[config.mk]
export PLATFORM = sky130hd
export DESIGN_NAME = mcu_el2_trace_buf
export DESIGN_NICKNAME = d
export VERILOG_FILES = /design/src/rtl/mcu_el2_pkg.sv /design/src/rtl/mcu_el2_trace_fifo.sv /design/src/rtl/mcu_el2_trace_buf.sv
export SDC_FILE = /design/constraint.sdc
export NUM_CORES = 1
export LEC_CHECK = 0
export BUFFER_PORTS_ARGS = -buffer_cell sky130_fd_sc_hd__buf_4
export CAP_MARGIN = 20
export CORE_ASPECT_RATIO = 0.5
export CORE_MARGIN = 4
export CORE_UTILIZATION = 36
export DETAILED_ROUTE_END_ITERATION = 10
export HOLD_SLACK_MARGIN = 0.15
export SKIP_LAST_GASP = 1
export SLEW_MARGIN = 20
export SYNTH_ARGS = -nofsm -noshare
export SYNTH_HDL_FRONTEND = slang
export SYNTH_SLANG_ARGS = --single-unit
export TNS_END_PERCENT = 100
[constraint.sdc]
create_clock -name clk -period 4.17 [get_ports clk]
set_clock_uncertainty 0.1 [all_clocks]
set_input_delay 0.417 -clock clk [delete_from_list [all_inputs] [get_ports clk]]
set_output_delay 0.417 -clock clk [all_outputs]
set_load 0.05 [all_outputs]
[src/rtl/mcu_el2_pkg.sv]
// Trace record types, serializer states and beat/header helpers shared by the trace buffer.
// MCU_EL2_TRACE_TIMESTAMP_EN adds a timestamp field to the record and a TS beat to the stream.
package mcu_el2_pkg;

    localparam logic [3:0] MCU_EL2_TRACE_MAGIC = 4'hA;

    typedef struct packed {
        logic [31:0] insn_ip;
        logic [31:0] address_ip;
        logic        valid_ip;
        logic        exception_ip;
        logic [4:0]  ecause_ip;
        logic        interrupt_ip;
        logic [31:0] tval_ip;
    } mcu_el2_trace_pkt_t;

    typedef struct packed {
        logic [31:0] addr;
        logic [31:0] insn;
        logic [31:0] tval;
        logic [4:0]  ecause;
        logic        exception;
        logic        interrupt;
        logic        has_tval;
        logic        ovf;
`ifdef MCU_EL2_TRACE_TIMESTAMP_EN
        logic [31:0] ts;
`endif
    } mcu_el2_trace_rec_t;

    typedef enum logic [2:0] {
        ST_IDLE,
        ST_HDR,
        ST_ADDR,
        ST_INSN,
        ST_TVAL,
        ST_TS
    } mcu_el2_trace_st_e;

    function automatic logic [2:0] rec_beats_m1(input mcu_el2_trace_rec_t r);
        logic [2:0] n;
        n = r.has_tval ? 3'd3 : 3'd2;
`ifdef MCU_EL2_TRACE_TIMESTAMP_EN
        n = n + 3'd1;
`endif
        return n;
    endfunction

    function automatic logic [31:0] rec_hdr(input mcu_el2_trace_rec_t r);
        logic [31:0] w;
        w        = '0;
        w[31:28] = MCU_EL2_TRACE_MAGIC;
        w[27]    = r.exception;
        w[26]    = r.interrupt;
        w[25:21] = r.ecause;
        w[20]    = r.has_tval;
        w[19]    = r.ovf;
        w[18:16] = rec_beats_m1(r);
`ifdef MCU_EL2_TRACE_TIMESTAMP_EN
        w[15:0]  = r.ts[15:0];
`endif
        return w;
    endfunction

    // State that follows st within one record; ST_IDLE means st was the final beat.
    function automatic mcu_el2_trace_st_e rec_next_st(input mcu_el2_trace_st_e st,
                                                      input mcu_el2_trace_rec_t r);
        mcu_el2_trace_st_e tail;
`ifdef MCU_EL2_TRACE_TIMESTAMP_EN
        tail = ST_TS;
`else
        tail = ST_IDLE;
`endif
        case (st)
            ST_HDR:  return ST_ADDR;
            ST_ADDR: return ST_INSN;
            ST_INSN: return r.has_tval ? ST_TVAL : tail;
            ST_TVAL: return tail;
            default: return ST_IDLE;
        endcase
    endfunction

    function automatic logic [31:0] rec_word(input mcu_el2_trace_st_e st,
                                             input mcu_el2_trace_rec_t r);
        case (st)
            ST_HDR:  return rec_hdr(r);
            ST_ADDR: return r.addr;
            ST_INSN: return r.insn;
            ST_TVAL: return r.tval;
`ifdef MCU_EL2_TRACE_TIMESTAMP_EN
            ST_TS:   return r.ts;
`endif
            default: return 32'h0;
        endcase
    endfunction

    function automatic logic rec_last(input mcu_el2_trace_st_e st,
                                      input mcu_el2_trace_rec_t r);
        return (st != ST_IDLE) && (rec_next_st(st, r) == ST_IDLE);
    endfunction

endpackage

[src/rtl/mcu_el2_trace_fifo.sv]
// Generic register FIFO; data written at an edge is visible at head the following cycle.
// No internal guard: the caller must never push when full unless popping in the same cycle.
module mcu_el2_trace_fifo #(
    parameter int WIDTH = 8,
    parameter int DEPTH = 4
) (
    input  logic                     clk,
    input  logic                     rst,
    input  logic                     push,
    input  logic [WIDTH-1:0]         push_data,
    input  logic                     pop,
    output logic [WIDTH-1:0]         head_data,
    output logic [WIDTH-1:0]         next_data,
    output logic [$clog2(DEPTH):0]   level
);
    localparam int PW = $clog2(DEPTH);
    localparam int LW = PW + 1;

    logic [WIDTH-1:0] mem [DEPTH];
    logic [PW-1:0]    wr_ptr;
    logic [PW-1:0]    rd_ptr;

    // Entry behind the head lets the reader start the next record without a bubble.
    assign head_data = mem[rd_ptr];
    assign next_data = mem[rd_ptr + PW'(1)];

    always_ff @(posedge clk) begin
        if (push) begin
            mem[wr_ptr] <= push_data;
        end
    end

    always_ff @(posedge clk) begin
        if (rst) begin
            wr_ptr <= '0;
            rd_ptr <= '0;
            level  <= '0;
        end else begin
            if (push) begin
                wr_ptr <= wr_ptr + PW'(1);
            end
            if (pop) begin
                rd_ptr <= rd_ptr + PW'(1);
            end
            level <= level + LW'(push) - LW'(pop);
        end
    end

endmodule

[src/rtl/mcu_el2_trace_buf.sv]
// Retirement trace capture FIFO plus 32-bit record serializer; header one cycle after FIFO fill.
// Full FIFO drops and flags loss; outputs hold while stalled. Option: MCU_EL2_TRACE_TIMESTAMP_EN.
module mcu_el2_trace_buf
    import mcu_el2_pkg::*;
#(
    parameter int DEPTH = 4,
    parameter int CNT_W = 16
) (
    input  logic                     clk,
    input  logic                     rst,
    input  logic                     trace_en_i,
    input  logic [103:0]             trace_pkt_i,
    output logic [31:0]              tb_data_o,
    output logic                     tb_valid_o,
    output logic                     tb_last_o,
    input  logic                     tb_ready_i,
    output logic                     overflow_o,
    input  logic                     clr_i,
    output logic [CNT_W-1:0]         drop_cnt_o,
    output logic [$clog2(DEPTH):0]   level_o
);
    localparam int LW = $clog2(DEPTH) + 1;
    localparam int RW = $bits(mcu_el2_trace_rec_t);

    mcu_el2_trace_pkt_t pkt;
    mcu_el2_trace_rec_t rec_in;
    mcu_el2_trace_rec_t head_rec;
    mcu_el2_trace_rec_t next_rec;
    mcu_el2_trace_st_e  state;
    mcu_el2_trace_st_e  beat_st;
    logic               capture;
    logic               push;
    logic               pop;
    logic               drop;
    logic               pending_ovf;

    assign pkt     = trace_pkt_i;
    assign capture = trace_en_i & (pkt.valid_ip | pkt.exception_ip | pkt.interrupt_ip);
    assign pop     = tb_valid_o & tb_ready_i & tb_last_o;
    assign push    = capture & ((level_o < LW'(DEPTH)) | pop);
    assign drop    = capture & ~push;

`ifdef MCU_EL2_TRACE_TIMESTAMP_EN
    logic [31:0] cyc_cnt;

    always_ff @(posedge clk) begin
        if (rst) begin
            cyc_cnt <= '0;
        end else begin
            cyc_cnt <= cyc_cnt + 32'd1;
        end
    end
`endif

    always_comb begin
        rec_in           = '0;
        rec_in.addr      = pkt.address_ip;
        rec_in.insn      = pkt.insn_ip;
        rec_in.tval      = pkt.tval_ip;
        rec_in.ecause    = pkt.ecause_ip;
        rec_in.exception = pkt.exception_ip;
        rec_in.interrupt = pkt.interrupt_ip;
        rec_in.has_tval  = pkt.exception_ip | pkt.interrupt_ip;
        rec_in.ovf       = pending_ovf;
`ifdef MCU_EL2_TRACE_TIMESTAMP_EN
        rec_in.ts        = cyc_cnt;
`endif
    end

    mcu_el2_trace_fifo #(
        .WIDTH (RW),
        .DEPTH (DEPTH)
    ) u_fifo (
        .clk       (clk),
        .rst       (rst),
        .push      (push),
        .push_data (rec_in),
        .pop       (pop),
        .head_data (head_rec),
        .next_data (next_rec),
        .level     (level_o)
    );

    // A clear in the same cycle as a drop leaves the counters at zero.
    always_ff @(posedge clk) begin
        if (rst) begin
            drop_cnt_o  <= '0;
            overflow_o  <= 1'b0;
            pending_ovf <= 1'b0;
        end else begin
            if (clr_i) begin
                drop_cnt_o <= '0;
                overflow_o <= 1'b0;
            end else if (drop) begin
                overflow_o <= 1'b1;
                if (drop_cnt_o != {CNT_W{1'b1}}) begin
                    drop_cnt_o <= drop_cnt_o + CNT_W'(1);
                end
            end
            if (push) begin
                pending_ovf <= 1'b0;
            end else if (drop) begin
                pending_ovf <= 1'b1;
            end
        end
    end

    assign beat_st = rec_next_st(state, head_rec);

    always_ff @(posedge clk) begin
        if (rst) begin
            state      <= ST_IDLE;
            tb_data_o  <= '0;
            tb_valid_o <= 1'b0;
            tb_last_o  <= 1'b0;
        end else begin
            case (state)
                ST_IDLE: begin
                    if (level_o != '0) begin
                        state      <= ST_HDR;
                        tb_data_o  <= rec_hdr(head_rec);
                        tb_valid_o <= 1'b1;
                        tb_last_o  <= 1'b0;
                    end
                end
                default: begin
                    if (tb_valid_o && tb_ready_i) begin
                        if (tb_last_o) begin
                            if (level_o > LW'(1)) begin
                                state      <= ST_HDR;
                                tb_data_o  <= rec_hdr(next_rec);
                                tb_valid_o <= 1'b1;
                                tb_last_o  <= 1'b0;
                            end else begin
                                state      <= ST_IDLE;
                                tb_data_o  <= '0;
                                tb_valid_o <= 1'b0;
                                tb_last_o  <= 1'b0;
                            end
                        end else begin
                            state     <= beat_st;
                            tb_data_o <= rec_word(beat_st, head_rec);
                            tb_last_o <= rec_last(beat_st, head_rec);
                        end
                    end
                end
            endcase
        end
    end

endmodule

==> qor.txt <==
status: finished, final reports clean
EDFF count, synth: 420
Int Pwr: 8.45 mW
first-pass GRT wire length: 63.9 mm
register area: 13900 um^2
endpoints failing setup: 0
Hold Crit Start: trace_en_i
XOR/XNOR Fraction of Synth Area: 0.657%
largest cells by area after synthesis: edfxtp_1, mux4_2, dfxtp_1, mux2i_1, a22o_1
clk slew on worst S/H paths: 0.06 ns
sequential share of power: 52.3%
critical path class: input pin to flop
crit path capture type: flop
yosys warns: 0
Die Wd: 330 um
initial antenna violation count: 0
compound-gate portion of the synthesized area: 5.82%
setup TNS: 0 ns
overall routing resource usage: 14.8%
maximum fanout along the worst path: 38
top cell type's share of synthesized area: 67.6%
routed len/inst: 21.3 um
vias per cell: 5.07
Die Area: 55800 um^2
post-CTS setup buffer count: 0
actual slew at the worst max-slew pin: 0.888 ns
cts hold-fix bufs: 105
CTS resizes: 0
effective utilization at floorplan: 36.8%
multi-input logic area: 4500 um^2
synthesized area per cell: 19.5 um^2
GRT Residual Overflow: 0
dominant cell type by area after synthesis: edfxtp_1
Core Rows: 58
Final ANT Viol Nets: 0
clock latency on the worst-skew pair: 0.55 ns
Hold Crit Endpoint: pending_ovf
CTS Buf Count: 45
clk root buf: clkbuf_16
Leak: 7.56 nW
area delta synth->final: 24.0%
Mapped Area: 18700 um^2
drt pass-1 iters: 5
post-synthesis async set-or-reset flop share: 0%
clock buffer depth: 3
largest family of logic cells by synthesized area: multiplexers
CTS sink count: 484
total number of vias: 9964
CP Launch Type: input pin
layout cells sized above 1: 29.0%
antenna cell count: 0
post-route non-filler standard cell count: 1965
number of max-cap violations: 0
RR Startpoint: tb_last_o
data arrival time of the worst path: 2.90 ns
RR Endpoint: u_fifo.mem[1][21]
Syn Inst Count: 959
I/O pins: 163
post-layout util: 45.6%
CTS tree: done
Post-DP HPWL: 25.0 mm
vias in the first global route: 10.7k
final wirelength: 41.9 mm
gpl congestion: 0.768
hold crit path type: input pin to flop
Crit path max-delay family: buffers and inverters
pin count of the biggest net entering global routing: 121
CP max stage cell: and2_4
Min-Delay Path Depth: 4
most used cell, CP: buf_4
Clk network pwr share: 34.2%
core area: 50700 um^2
simple-gate share of the synthesized area: 3.26%
Inst Count DP: 1777
commonest cells after routing, fill and taps aside: edfxtp_1, buf_4, dlygate4sd3_1
drt drc: 0
mux share of post-synthesis cell area: 13.6%
# H-tree levels: 2
Bufs and invs on worst path: 3
DRT iter0 DRCs: 777
CP peak stage delay: 0.68 ns
# fillers: 4316
Pins Over Slew Limit: 0
FF-to-FF setup slack: 1.39 ns
register area share after synthesis: 74.4%
Pwr Density: 486 nW/um^2
Slew HR: 40.0%
switching power: 2.79 mW
Max Freq: 359 MHz
Fin Hold WS: 0.199 ns
post-synth cell types: 59
chip height: 169 um
RSZ-0062 raised after global routing: false
Port Buf Inserts: 162
number of synthesized register bits: 484
Synth Area in Adders: 0.643%
final hold vios: 0
nets@finish: 1357
most common cell after layout, fill and taps aside: edfxtp_1
fin crit period: 2.79 ns
worst r2r path cells: 4
CP required: 4.29 ns
combinational share of power: 13.5%
final worst path period share: 66.8%
Net Sw Frac: 24.8%
Primary FF master, synth: edfxtp_1
net count after synthesis: 1077
CP cell instances: dlygate4sd3_1 -> buf_4 -> o31ai_1 -> a21oi_1 -> and2_4 -> buf_4
Peak VDD IR: 0.000330 V
cell type report:
| class | instances | share of cell area, % |
|---|---|---|
| sequential | 484 | 60.0 |
| multi-input combinational | 416 | 19.4 |
| timing repair buffer | 283 | 10.6 |
| clock buffer | 66 | 5.60 |
| tap | 690 | 3.73 |
| clock inverter | 17 | 0.405 |
| inverter | 9 | 0.146 |
registers in the layout, summed over array words and instances, names as in the netlist, named ones only:
name and count:
drop_cnt_o 16, overflow_o 1, pending_ovf 1, state 3
tb_data_o 32, tb_last_o 1, tb_valid_o 1, u_fifo.level 3
u_fifo.mem 420, u_fifo.rd_ptr 2, u_fifo.wr_ptr 2
metrics by stage:
| step | area [um^2] | setup slack (ns) | power [mW] |
|---|---|---|---|
| 5_1_grt | 23200 | 1.19 | 11.7 |
| 6_report | 23200 | 1.38 | 11.2 |
| 3_5_place_dp | 20700 | 1.36 | 7.44 |
| 2_1_floorplan | 18700 | 0.893 | 6.83 |
| 4_1_cts | 23200 | 1.38 | 11.4 |
| 3_3_place_gp | 20700 | 1.43 | 7.40 |
worst max-delay path by stage:
stage	start	endpoint	slack, ns	cells past startpoint
after floorplan	tb_last_o	u_fifo.mem[0][0]	0.89	3
final	trace_pkt_i[38]	u_fifo.mem[1][21]	1.38	6
after detailed placement	trace_pkt_i[38]	u_fifo.mem[1][63]	1.36	5
after CTS	tb_last_o	u_fifo.mem[1][66]	1.38	4
after global placement	trace_pkt_i[38]	u_fifo.mem[1][65]	1.43	5
after global routing	tb_last_o	u_fifo.mem[1][66]	1.19	4
worst reg2reg max path, delay by kind of cell (launching register included):
kind | cells | cell delay, ns
compound gates | 1 | 0.56
simple gates | 2 | 0.86
flops | 1 | 0.49
buf+inv | 1 | 0.45
routing by layer:
metal | GRT usage [%] | wire (um)
met5 | 0 | 0
met4 | 2.82 | 489
met3 | 2.31 | 1440
met2 | 28.3 | 23200
met1 | 17.9 | 16800
synth_stat cells (all sizes together), types with 11 or more instances:
cell / number
dfxtp: 64
a22oi: 11
mux2i: 33
a21oi: 31
o2bb2ai: 19
a22o: 22
and2: 13
nand2: 27
xnor2: 12
nor2: 36
edfxtp: 420
clkbuf: 13
mux4: 98
buf: 37
o22ai: 17
power groups by stage:
stage                     Combinational (mW)  Sequential [mW]  Clock [mW]
after floorplan                        0.708             6.12           0
after global placement                  1.45             5.96           0
after detailed placement                1.46             5.98           0
after CTS                               1.55             5.88        3.95
after global routing                    1.63             5.91        4.16
final                                   1.52             5.87        3.85
cell families (layout without fill, tap and decap cells):
logic type,count (synthesis),in the layout
mux,131,131
fa+ha+maj,9,9
flops,484,484
compound gates,146,146
xor+xnor,14,14
simple gates,116,116
buf+inv,59,375
(Power assumes the default switching activity.)
